**config.mk**
```make
export PLATFORM = sky130hd
export DESIGN_NAME = stopwatch_controller
export DESIGN_NICKNAME = d
export VERILOG_FILES = /design/src/rtl/stopwatch_controller.sv
export SDC_FILE = /design/constraint.sdc
export NUM_CORES = 1
export LEC_CHECK = 0
export CORE_MARGIN = 2
export CORE_UTILIZATION = 40
export DETAILED_ROUTE_END_ITERATION = 7
export PLACE_DENSITY = 0.76
export SLEW_MARGIN = 20
export SYNTH_ARGS = -nofsm -noshare
export SYNTH_HDL_FRONTEND = slang
export SYNTH_SLANG_ARGS = --single-unit
```
**constraint.sdc**
```tcl
create_clock -name clk -period 1.5 [get_ports clk]
set_clock_uncertainty 0.15 [all_clocks]
set_input_delay 0.15 -clock clk [delete_from_list [all_inputs] [get_ports clk]]
set_output_delay 0.15 -clock clk [all_outputs]
set_load 0.02 [all_outputs]
```
**src/rtl/stopwatch_controller.sv**
```systemverilog
`default_nettype none
// ============================================================================
// stopwatch_controller: run-control FSM that gates the 1 s tick into the BCD
// counters, issues the counter clear and freezes a lap snapshot for display.
// Revision: 1.0
// ============================================================================
module stopwatch_controller #(
  parameter int                    DIGITS_WIDTH = 12,
  parameter logic [DIGITS_WIDTH-1:0] MAX_VALUE  = 12'h959,
  parameter bit                    STOP_AT_MAX  = 1'b1
) (
  input  logic                    clk,
  input  logic                    rst_n,
  input  logic                    tick,
  input  logic                    btn_start_stop,
  input  logic                    btn_lap_reset,
  input  logic [DIGITS_WIDTH-1:0] digits_in,
  output logic                    count_enable,
  output logic                    counter_clear,
  output logic [DIGITS_WIDTH-1:0] digits_out,
  output logic [1:0]              state
);

  typedef enum logic [1:0] {
    ST_IDLE    = 2'b00,
    ST_RUNNING = 2'b01,
    ST_STOPPED = 2'b10,
    ST_LAP     = 2'b11
  } state_t;

  state_t                  r_state;
  logic                    r_ss_sync1, r_ss_sync2, r_ss_prev;
  logic                    r_lr_sync1, r_lr_sync2, r_lr_prev;
  logic                    r_clear;
  logic [DIGITS_WIDTH-1:0] r_snapshot;

  logic w_ss_edge;
  logic w_lr_edge;
  logic w_counting;
  logic w_at_max;
  logic w_max_stop;

  assign w_ss_edge  = r_ss_sync2 & ~r_ss_prev;
  assign w_lr_edge  = r_lr_sync2 & ~r_lr_prev;
  assign w_counting = (r_state == ST_RUNNING) || (r_state == ST_LAP);
  // At full scale the tick that would roll the counters over is swallowed
  // and instead drives the FSM into STOPPED.
  assign w_at_max   = STOP_AT_MAX && w_counting && (digits_in == MAX_VALUE);
  assign w_max_stop = tick & w_at_max;

  assign count_enable  = tick & w_counting & ~w_at_max;
  assign counter_clear = r_clear;
  assign digits_out    = (r_state == ST_LAP) ? r_snapshot : digits_in;
  assign state         = r_state;

  always_ff @(posedge clk or negedge rst_n) begin
    if (!rst_n) begin
      r_state    <= ST_IDLE;
      r_ss_sync1 <= 1'b0;
      r_ss_sync2 <= 1'b0;
      r_ss_prev  <= 1'b0;
      r_lr_sync1 <= 1'b0;
      r_lr_sync2 <= 1'b0;
      r_lr_prev  <= 1'b0;
      r_clear    <= 1'b0;
      r_snapshot <= '0;
    end else begin
      r_ss_sync1 <= btn_start_stop;
      r_ss_sync2 <= r_ss_sync1;
      r_ss_prev  <= r_ss_sync2;
      r_lr_sync1 <= btn_lap_reset;
      r_lr_sync2 <= r_lr_sync1;
      r_lr_prev  <= r_lr_sync2;
      r_clear    <= 1'b0;

      // Start/stop outranks lap/reset when both edges land together.
      case (r_state)
        ST_IDLE: begin
          if (w_ss_edge) r_state <= ST_RUNNING;
        end
        ST_RUNNING: begin
          if (w_ss_edge) begin
            r_state <= ST_STOPPED;
          end else if (w_max_stop) begin
            r_state <= ST_STOPPED;
          end else if (w_lr_edge) begin
            r_state    <= ST_LAP;
            r_snapshot <= digits_in;
          end
        end
        ST_LAP: begin
          if (w_ss_edge || w_max_stop) begin
            r_state <= ST_STOPPED;
          end else if (w_lr_edge) begin
            r_state <= ST_RUNNING;
          end
        end
        ST_STOPPED: begin
          if (w_ss_edge) begin
            r_state <= ST_RUNNING;
          end else if (w_lr_edge) begin
            r_state <= ST_IDLE;
            r_clear <= 1'b1;
          end
        end
        default: r_state <= ST_IDLE;
      endcase
    end
  end

endmodule
`default_nettype wire
```
# [Word-level counts from Yosys, hierarchy flattened]
# Index checks and enable logic that the tools add are counted.
[word_totals] ff_bits=21 out_inout_bits=16 word_cells=46 inputBits=17
[op_classes] bitwise_logic=10 mux=13 eq_ne=8 reduce_logical=6
[op_table] op="2-to-1 mux 2 bit" count=8
[op_table] op="== test 12 bit, second input constant" count=1
[op_table] op="2-to-1 mux 12 bit" count=1
[op_table] op="one-hot mux 2 bit (4 select lines)" count=1
[op_table] op="AND reduction 4 bit" count=2
[op_table] op="AND 1 bit" count=5
[op_table] op="NOT 1 bit" count=5
[op_table] op="== test 2 bit, second input constant" count=2
[op_table] op="!= test 4 bit, second input constant" count=1
[op_table] op="2-to-1 mux 1 bit" count=3
[op_table] op="!= test 3 x 2 -> 1 bit, second input constant" count=1
[op_table] op="!= test 3 bit, second input constant" count=1
[op_table] op="== test 2 x 1 -> 1 bit, second input constant" count=1
[op_table] op="logical NOT 2 bit" count=1
[op_table] op="logical OR 1 bit" count=2
[op_table] op="!= test 2 bit, second input constant" count=1
[op_table] op="logical AND 1 bit" count=1

# [Longest topological paths before layout]
[logic_depth] ltp_word=7 depth_mapped=5 mapped_depth_nobuf=4

# [Least setup slack after synthesis]
# No wires, ideal clock.
[synth_timing] path_kind="flip-flop to flip-flop" startpoint="register r_state[0], in the netlist state[0]" endpoint="register r_snapshot[0]" stages_incl_launch_ff=6 n_path_buf=1 slack_ns=-0.209 required_time_ns=1.225 setup_time_ns=0.125 t_arrival_ns=1.434 period_less_slack_ns=1.709 cell_sequence="dfrtp_1 nand2_2 nand4b_4 nand4b_4 buf_6 mux2_4"
[synth_via] elab_chain_cells=6 elab_cells_between_ends=7 cone_classes="eq/ne: 2; bitwise: 2; reduce/logical: 3"
[synth_lines] element="start, declared" line_no="31" source="state_t r_state;"
[synth_lines] element="start signal, assigned" line_no="58" source="r_state <= ST_IDLE;"
[synth_lines] element="start signal, assigned" line_no="79" source="if (w_ss_edge) r_state <= ST_RUNNING;"
[synth_lines] element="start signal, assigned" line_no="83" source="r_state <= ST_STOPPED;"
[synth_lines] element="== test 2 x 1 -> 1 bit or == test 2 bit (tied branches)" line_no="45, 77"
[synth_lines] element="logical OR 1 bit" line_no="45" source="assign w_counting = (r_state == ST_RUNNING) || (r_state == ST_LAP);"
[synth_lines] element="logical AND 1 bit" line_no="48" source="assign w_at_max = STOP_AT_MAX && w_counting && (digits_in == MAX_VALUE);"
[synth_lines] element="AND 1 bit" line_no="49" source="assign w_max_stop = tick & w_at_max;"
[synth_lines] element="NOT 1 bit (no line)"
[synth_lines] element="AND reduction 4 bit (no line) (*)"
[synth_lines] element="end signal, assigned" line_no="88" source="r_snapshot <= digits_in;"
[synth_lines] element="end, declared" line_no="35" source="logic [DIGITS_WIDTH-1:0] r_snapshot;"
# Mark *: on every way between the ends. The rest lies on a longest branch, timed or not.
# A chain may end at the register's enable or synchronous reset.

# [Worst setup path after layout]
[layout_timing] startpoint="register r_state[0], in the netlist state[0]" endpoint="output port digits_out[5]"
[layout_via] elab_chain_cells=2
[layout_lines] element="== test 2 bit" line_no="53" source="assign digits_out = (r_state == ST_LAP) ? r_snapshot : digits_in;"
[layout_lines] element="2-to-1 mux 12 bit" line_no="53"
[layout_lines] element="end, declared" line_no="20" source="output logic [DIGITS_WIDTH-1:0] digits_out,"
# Every way passes these cells.

==> summary.txt <==
Final period utilization: 116%
Switch Pwr: 0.000891 W
Total power: 0.00268 W
Drt wl/cell: 16.0 um
Reg-to-reg slack, setup: -0.21 ns
Drt initial violations: 4
Syn_area_per_cell: 15.8 sq um
CTS tree: done
Worst slew pin tran: 0.276 ns
Residual DRC: 0
Global-route wire length before repair: 3670 um
Worst Setup End Kind: primary output
Die ar.: 2940 sq um
Part of the power in combinational logic: 56.2%
Post-route ant nets: 0
Worst-path maximum fanout: 6
Setup_tns: -4.99 ns
Synth-to-layout area growth: 71.6%
Sw frac: 33.2%
Skew-Pair Late Insertion Delay: 0.30 ns
CTS root buffer: clkbuf_4
Max Slew Vio Count: 0
Post-DP HPWL: 1480 um
Netlist cell types: 21
Worst Hold Class: in2reg
Synthesis warning total: 0
Diode count: 0
Vias per cell: 4.79
Layout cell share with drive strength beyond 1: 60.8%
Hold Crit Start: digits_in[3]
Fill count: 171
Slew margin rel.: 81.3%
Total global-route track usage: 18.1%
Die height: 54.2 um
Clock buffer count from CTS: 3
Vias in the first global route: 753
Pwr/cell area: 1550 nW/um^2
Nets: 138
Clock transition at the registers of the reported paths: 0.12 ns
Setup violators final: 24
#FFs+latches synth: 21
Largest net degree at the start of global routing: 22
Sequential power share: 33.6%
Startpoint Class: register
Routability cong.: 0.746
FF-to-FF End: r_snapshot[3]
Pre-Repair DR Iteration Count: 3
Violated checks: negative setup slack
Initial antenna violation count: 0
Synth Cell Area: 1010 sq um
Maximum vdd drop: 968 uV
Area of the multi-input gates: 549 sq um
Core ar.: 2430 sq um
# IOs: 33
Row Count: 18
Mapped Cells: 64
Slowest Stage Delay on Critical Path: 0.45 ns
Crit path DAT: 1.45 ns
Clk buf depth: 2
Hold path endpoint: r_snapshot[3]
Final setup margin: -0.245 ns
I/O Buffers: 32
CP required: 1.20 ns
Final min period: 1.75 ns
Hold Path Depth: 2
Initial core utilization: 41.5%
Clock power frac: 10.2%
RSZ-0062 raised after global routing: true
Leak: 0.978 nW
Status: finished with violations
Setup Crit Path Kind: reg2out
R2r startpoint: state[0]
Max Cap Viol: 0
CTS sink cnt: 21
Reg2reg path depth: 6
FF/Latch Area: 527 sq um
Die Wd: 54.2 um
Routed WL: 2400 um
Max Freq: 573 MHz
Fin. Hold Viols: 0
Internal: 0.00179 W
GR Overflow Total: 0
Vias: 719
Worst-path cell chain: nand2_4, buf_8, mux2_4, buf_6
Slowest stage cell, crit path: dfrtp_2
Mapped Nets: 81
H-tree levels: 1
Sequential share of the synthesized area: 52.1%
-- state kept, by name, summed over array words and instances, names as in the netlist --
name	count
r_lr_sync2	1
r_ss_prev	1
r_ss_sync1	1
r_lr_sync1	1
counter_clear	1
r_lr_prev	1
r_snapshot	12
state	2
r_ss_sync2	1
-- how the worst max path moves through the flow --
stage	start	endpoint	slack, ns	depth (start not counted)
final	state[0]	digits_out[5]	-0.25	4
after global routing	state[0]	digits_out[0]	-0.29	4
after CTS	state[0]	digits_out[5]	-0.30	5
after detailed placement	digits_in[7]	count_enable	-0.55	4
after global placement	digits_in[7]	count_enable	-0.52	4
after floorplan	state[0]	r_snapshot[0]	-0.09	5
-- power by group through the flow --
stage	Clock, W	Sequential, W	Combinational [W]
floorplan	0	0.000912	0.000668
global placement	0	0.000863	0.00119
detailed placement	0	0.000873	0.00120
CTS	0.000286	0.000884	0.00150
global route	0.000300	0.000917	0.00160
finish	0.000274	0.000901	0.00151
-- worst max-delay path: cells and delay by family (launching register included) --
family	cells	cell delay, ns
buffers and inverters	2	0.27
and+or+nand+nor	1	0.10
DFF	1	0.45
muxes	1	0.32
-- per-stage QoR --
| step | setup slack, ns | hold slack, ns | area, sq um | cells | utilization [%] |
|---|---|---|---|---|---|
| after floorplan | -0.0857 | -0.296 | 1020 | 64 | - |
| after global placement | -0.515 | 0.182 | 1460 | 137 | 60.1 |
| after detailed placement | -0.552 | 0.185 | 1460 | 137 | 60.1 |
| after CTS | -0.296 | 0.0195 | 1640 | 146 | 67.4 |
| after global routing | -0.291 | 0.00586 | 1730 | 150 | 71.1 |
| final | -0.245 | 0.00299 | 1730 | 150 | 71.1 |
-- synthesized netlist by cell type --
cell type,count,share of area (%)
nand3_1,1,0.50
nand4b_4,2,4.7
buf_2,1,0.50
nor2b_1,1,0.62
and4bb_2,1,1.2
nand2b_1,1,0.62
nand3b_1,1,0.74
nand2_2,1,0.62
nand2_1,1,0.37
and2_1,1,0.62
mux2_2,1,1.1
o21ai_0,1,0.50
a31oi_1,1,0.62
buf_6,1,1.1
mux2_4,10,15
dfrtp_1,21,52
nor2_1,1,0.37
xor2_1,1,0.87
mux2_1,13,15
nor4b_1,1,0.87
and4bb_1,2,2.5
-- metal layers --
layer / track usage [%] / routed length, um / vias to the layer above
met5: 0 / 0 / -
met4: 2.50 / 0 / 0
met3: 4.37 / 110 / 0
met2: 30.9 / 1200 / 18
met1: 23.7 / 1090 / 355
li1: - / - / 346
-- cell type report --
| class | instances | area share, % |
|---|---|---|
| Clock buffer | 4 | 1.52 |
| Timing Repair Buffer | 54 | 34.1 |
| Multi-Input combinational cell | 41 | 31.7 |
| Tap cell | 30 | 2.17 |
| Sequential cell | 21 | 30.4 |
-- cells by family after synthesis --
group | after synthesis | share of synthesized area (%)
DFF | 21 | 52.1
buffers and inverters | 2 | 1.61
and+or+nand+nor | 14 | 13.8
xor gates and xnor gates | 1 | 0.869
AOI/OAI and AO/OA | 2 | 1.12
muxes | 24 | 30.5
-- timing repair --
| action | in CTS | in global routing |
|---|---|---|
| hold buffers | 0 | 1 |
| setup buffers | 4 | 4 |
| endpoints found under the setup margin | 28 | 27 |
| endpoints found under the hold margin | 0 | 1 |
| gates resized for setup | 100 | 29 |
| cloned | 1 | 1 |
| pin swaps | 1 | 6 |
-- placed cells by master, fill, tap and decap left out, types with 2 or more instances in the layout --
cell type	netlist	routed
and4bb_2	1	3
buf_12	0	2
buf_4	0	14
buf_6	1	17
clkbuf_4	0	3
clkdlybuf4s50_1	0	4
dfrtp_1	21	20
dlymetal6s2s_1	0	12
mux2_4	10	24
nand2_4	0	2
nand4b_4	2	2
(Power assumes the default switching activity.)
==> edit, RTL diff (config.mk and constraints unchanged) <==
Reset style: synchronous (`rst_n`), changed in one clocked block.
--- a/src/rtl/stopwatch_controller.sv
+++ b/src/rtl/stopwatch_controller.sv
@@ -54,5 +54,5 @@
   assign state         = r_state;
 
-  always_ff @(posedge clk or negedge rst_n) begin
+  always_ff @(posedge clk) begin
     if (!rst_n) begin
       r_state    <= ST_IDLE;
Formal check against the unedited RTL: differs if rst_n is asserted again (counterexample within 4 cycles, from zero or initial values and one cycle with rst_n low); with rst_n held inactive, the same outputs for 10 cycles.
==> edit against the original RTL <==
- critical path type unchanged
- sequential share of layout area shrank 4.4 points
- highest routed layer is now met4
- cell area fell by 5.4%
- setup slack better by 0.090 ns
- routed wire length is 2.7% higher
- the run still ends with setup timing left
- sequential cell count unchanged
- area after synthesis fell by 1.9%
- largest cell class is now multi-input combinational cells
Power is not compared: it rests on default switching activity, and its combinational part moved more than twofold at a synthesized area within 25%.
==> edit: results (changes against the original RTL) <==
- Status: complete, but fails checks (unchanged)
- Violated checks: setup timing (unchanged)
- # nets final: 175 (was 138)
- Synth top area cells: dfxtp_1, mux2_2, mux2i_1 (was dfrtp_1, mux2_4, mux2_1)
- Post-synthesis sequential area ratio: 42.5% (was 52.1%)
- DR top layer: met4 (was met3)
- Wire length on met2: 1330 um (was 1200 um)
- Slew @ Worst Pin: 0.330 ns (was 0.276 ns)
- Share of cells above drive strength 1: 40.8% (was 60.8%)
- Final Wtd Congestion: 0.833 (was 0.746)
- Smallest setup slack after layout: -0.155 ns (was -0.245 ns)
- Final Setup Violations: 13 (was 24)
- WL met1: 1010 um (was 1090 um)
- First-pass GRT wire length: 3520 um (was 3670 um)
- Routed Wire Length: 2460 um (was 2400 um)
- Crit path from: state[0] (unchanged)
- Global Route Usage Sum: 16.8% (was 18.1%)
- Syn Nets: 122 (was 81)
- RR Startpoint: r_lr_prev (was state[0])
- Hpwl dp: 1540 um (was 1480 um)
- CP Data Arrival Time: 1.35 ns (was 1.45 ns)
- Ys async rst share: 0% (was 100%)
- Synth top cells by count: nand2_1, dfxtp_1, mux2_2, mux2i_1, and2_1 (was dfrtp_1, mux2_1, mux2_4)
- Fillers: 190 (was 171)
- Largest net degree at the start of global routing: 34 (was 22)
- Vias post-DR: 915 (was 719)
- Initial drt markers: 11 (was 4)
## edit: worst paths after layout
check                           slack, ns  cells past startpoint             to
worst max-delay path                -0.15                      4  digits_out[1]
worst min-delay path                 0.07                      4  r_snapshot[8]
worst max register to register       0.03                      5  r_snapshot[1]
worst min register to register       0.30                      1     r_ss_sync2
## edit: kinds of logic after synthesis
family / after synthesis / synth area share, %
buf+inv: 8 / 3.79
flops: 21 / 42.5
simple gates: 47 / 24.0
compound gates: 5 / 3.92
mux: 24 / 25.8
## edit: per-stage QoR
stage	setup slack, ns	instances	area [um^2]	TNS (ns)
2_1_floorplan	-0.118	105	1020	-1.18
4_1_cts	-0.176	185	1490	-2.09
3_3_place_gp	-0.869	174	1460	-15.02
3_5_place_dp	-0.885	174	1460	-15.20
6_report	-0.155	187	1640	-1.77
5_1_grt	-0.179	187	1640	-2.40
## edit: critical path, stage by stage, from the launching register on
cell and delay [ns]:
dfxtp_4 0.38, nand2_4 0.08, clkbuf_16 0.16, mux2_4 0.31, buf_6 0.13
## edit: metal layers
metal	vias up	track usage (%)
li1	460	-
met1	433	18.9
met2	20	29.7
met3	2	1.39
met4	0	11.5
met5	-	0
## edit: timing repair
item / 4_1_cts / 5_1_grt
gates resized for setup: 96 / 40
pin swaps: 6 / 4
hold buffers: 4 / 0
hold endpoints to repair: 4 / 0
setup endpoints to repair: 30 / 25
setup buffers: 3 / 1
cloned: 0 / 1
## edit: final cells by class
| cell class | instances | share of cell area (%) |
|---|---|---|
| inverter | 2 | 0.459 |
| timing repair buffer | 54 | 32.9 |
| clock buffer | 4 | 1.61 |
| sequential | 21 | 26.1 |
| tap | 30 | 2.29 |
| multi-input combinational | 76 | 36.7 |
## edit: where the power goes
| group | leakage (nW) | internal, mW | switching, mW | total, mW |
|---|---|---|---|---|
| Sequential | 0.172 | 0.567 | 0.00582 | 0.573 |
| Combinational | 0.557 | 0.132 | 0.0963 | 0.228 |
| Clock | 0.0150 | 0.103 | 0.169 | 0.272 |
| Total | 0.744 | 0.802 | 0.271 | 1.07 |
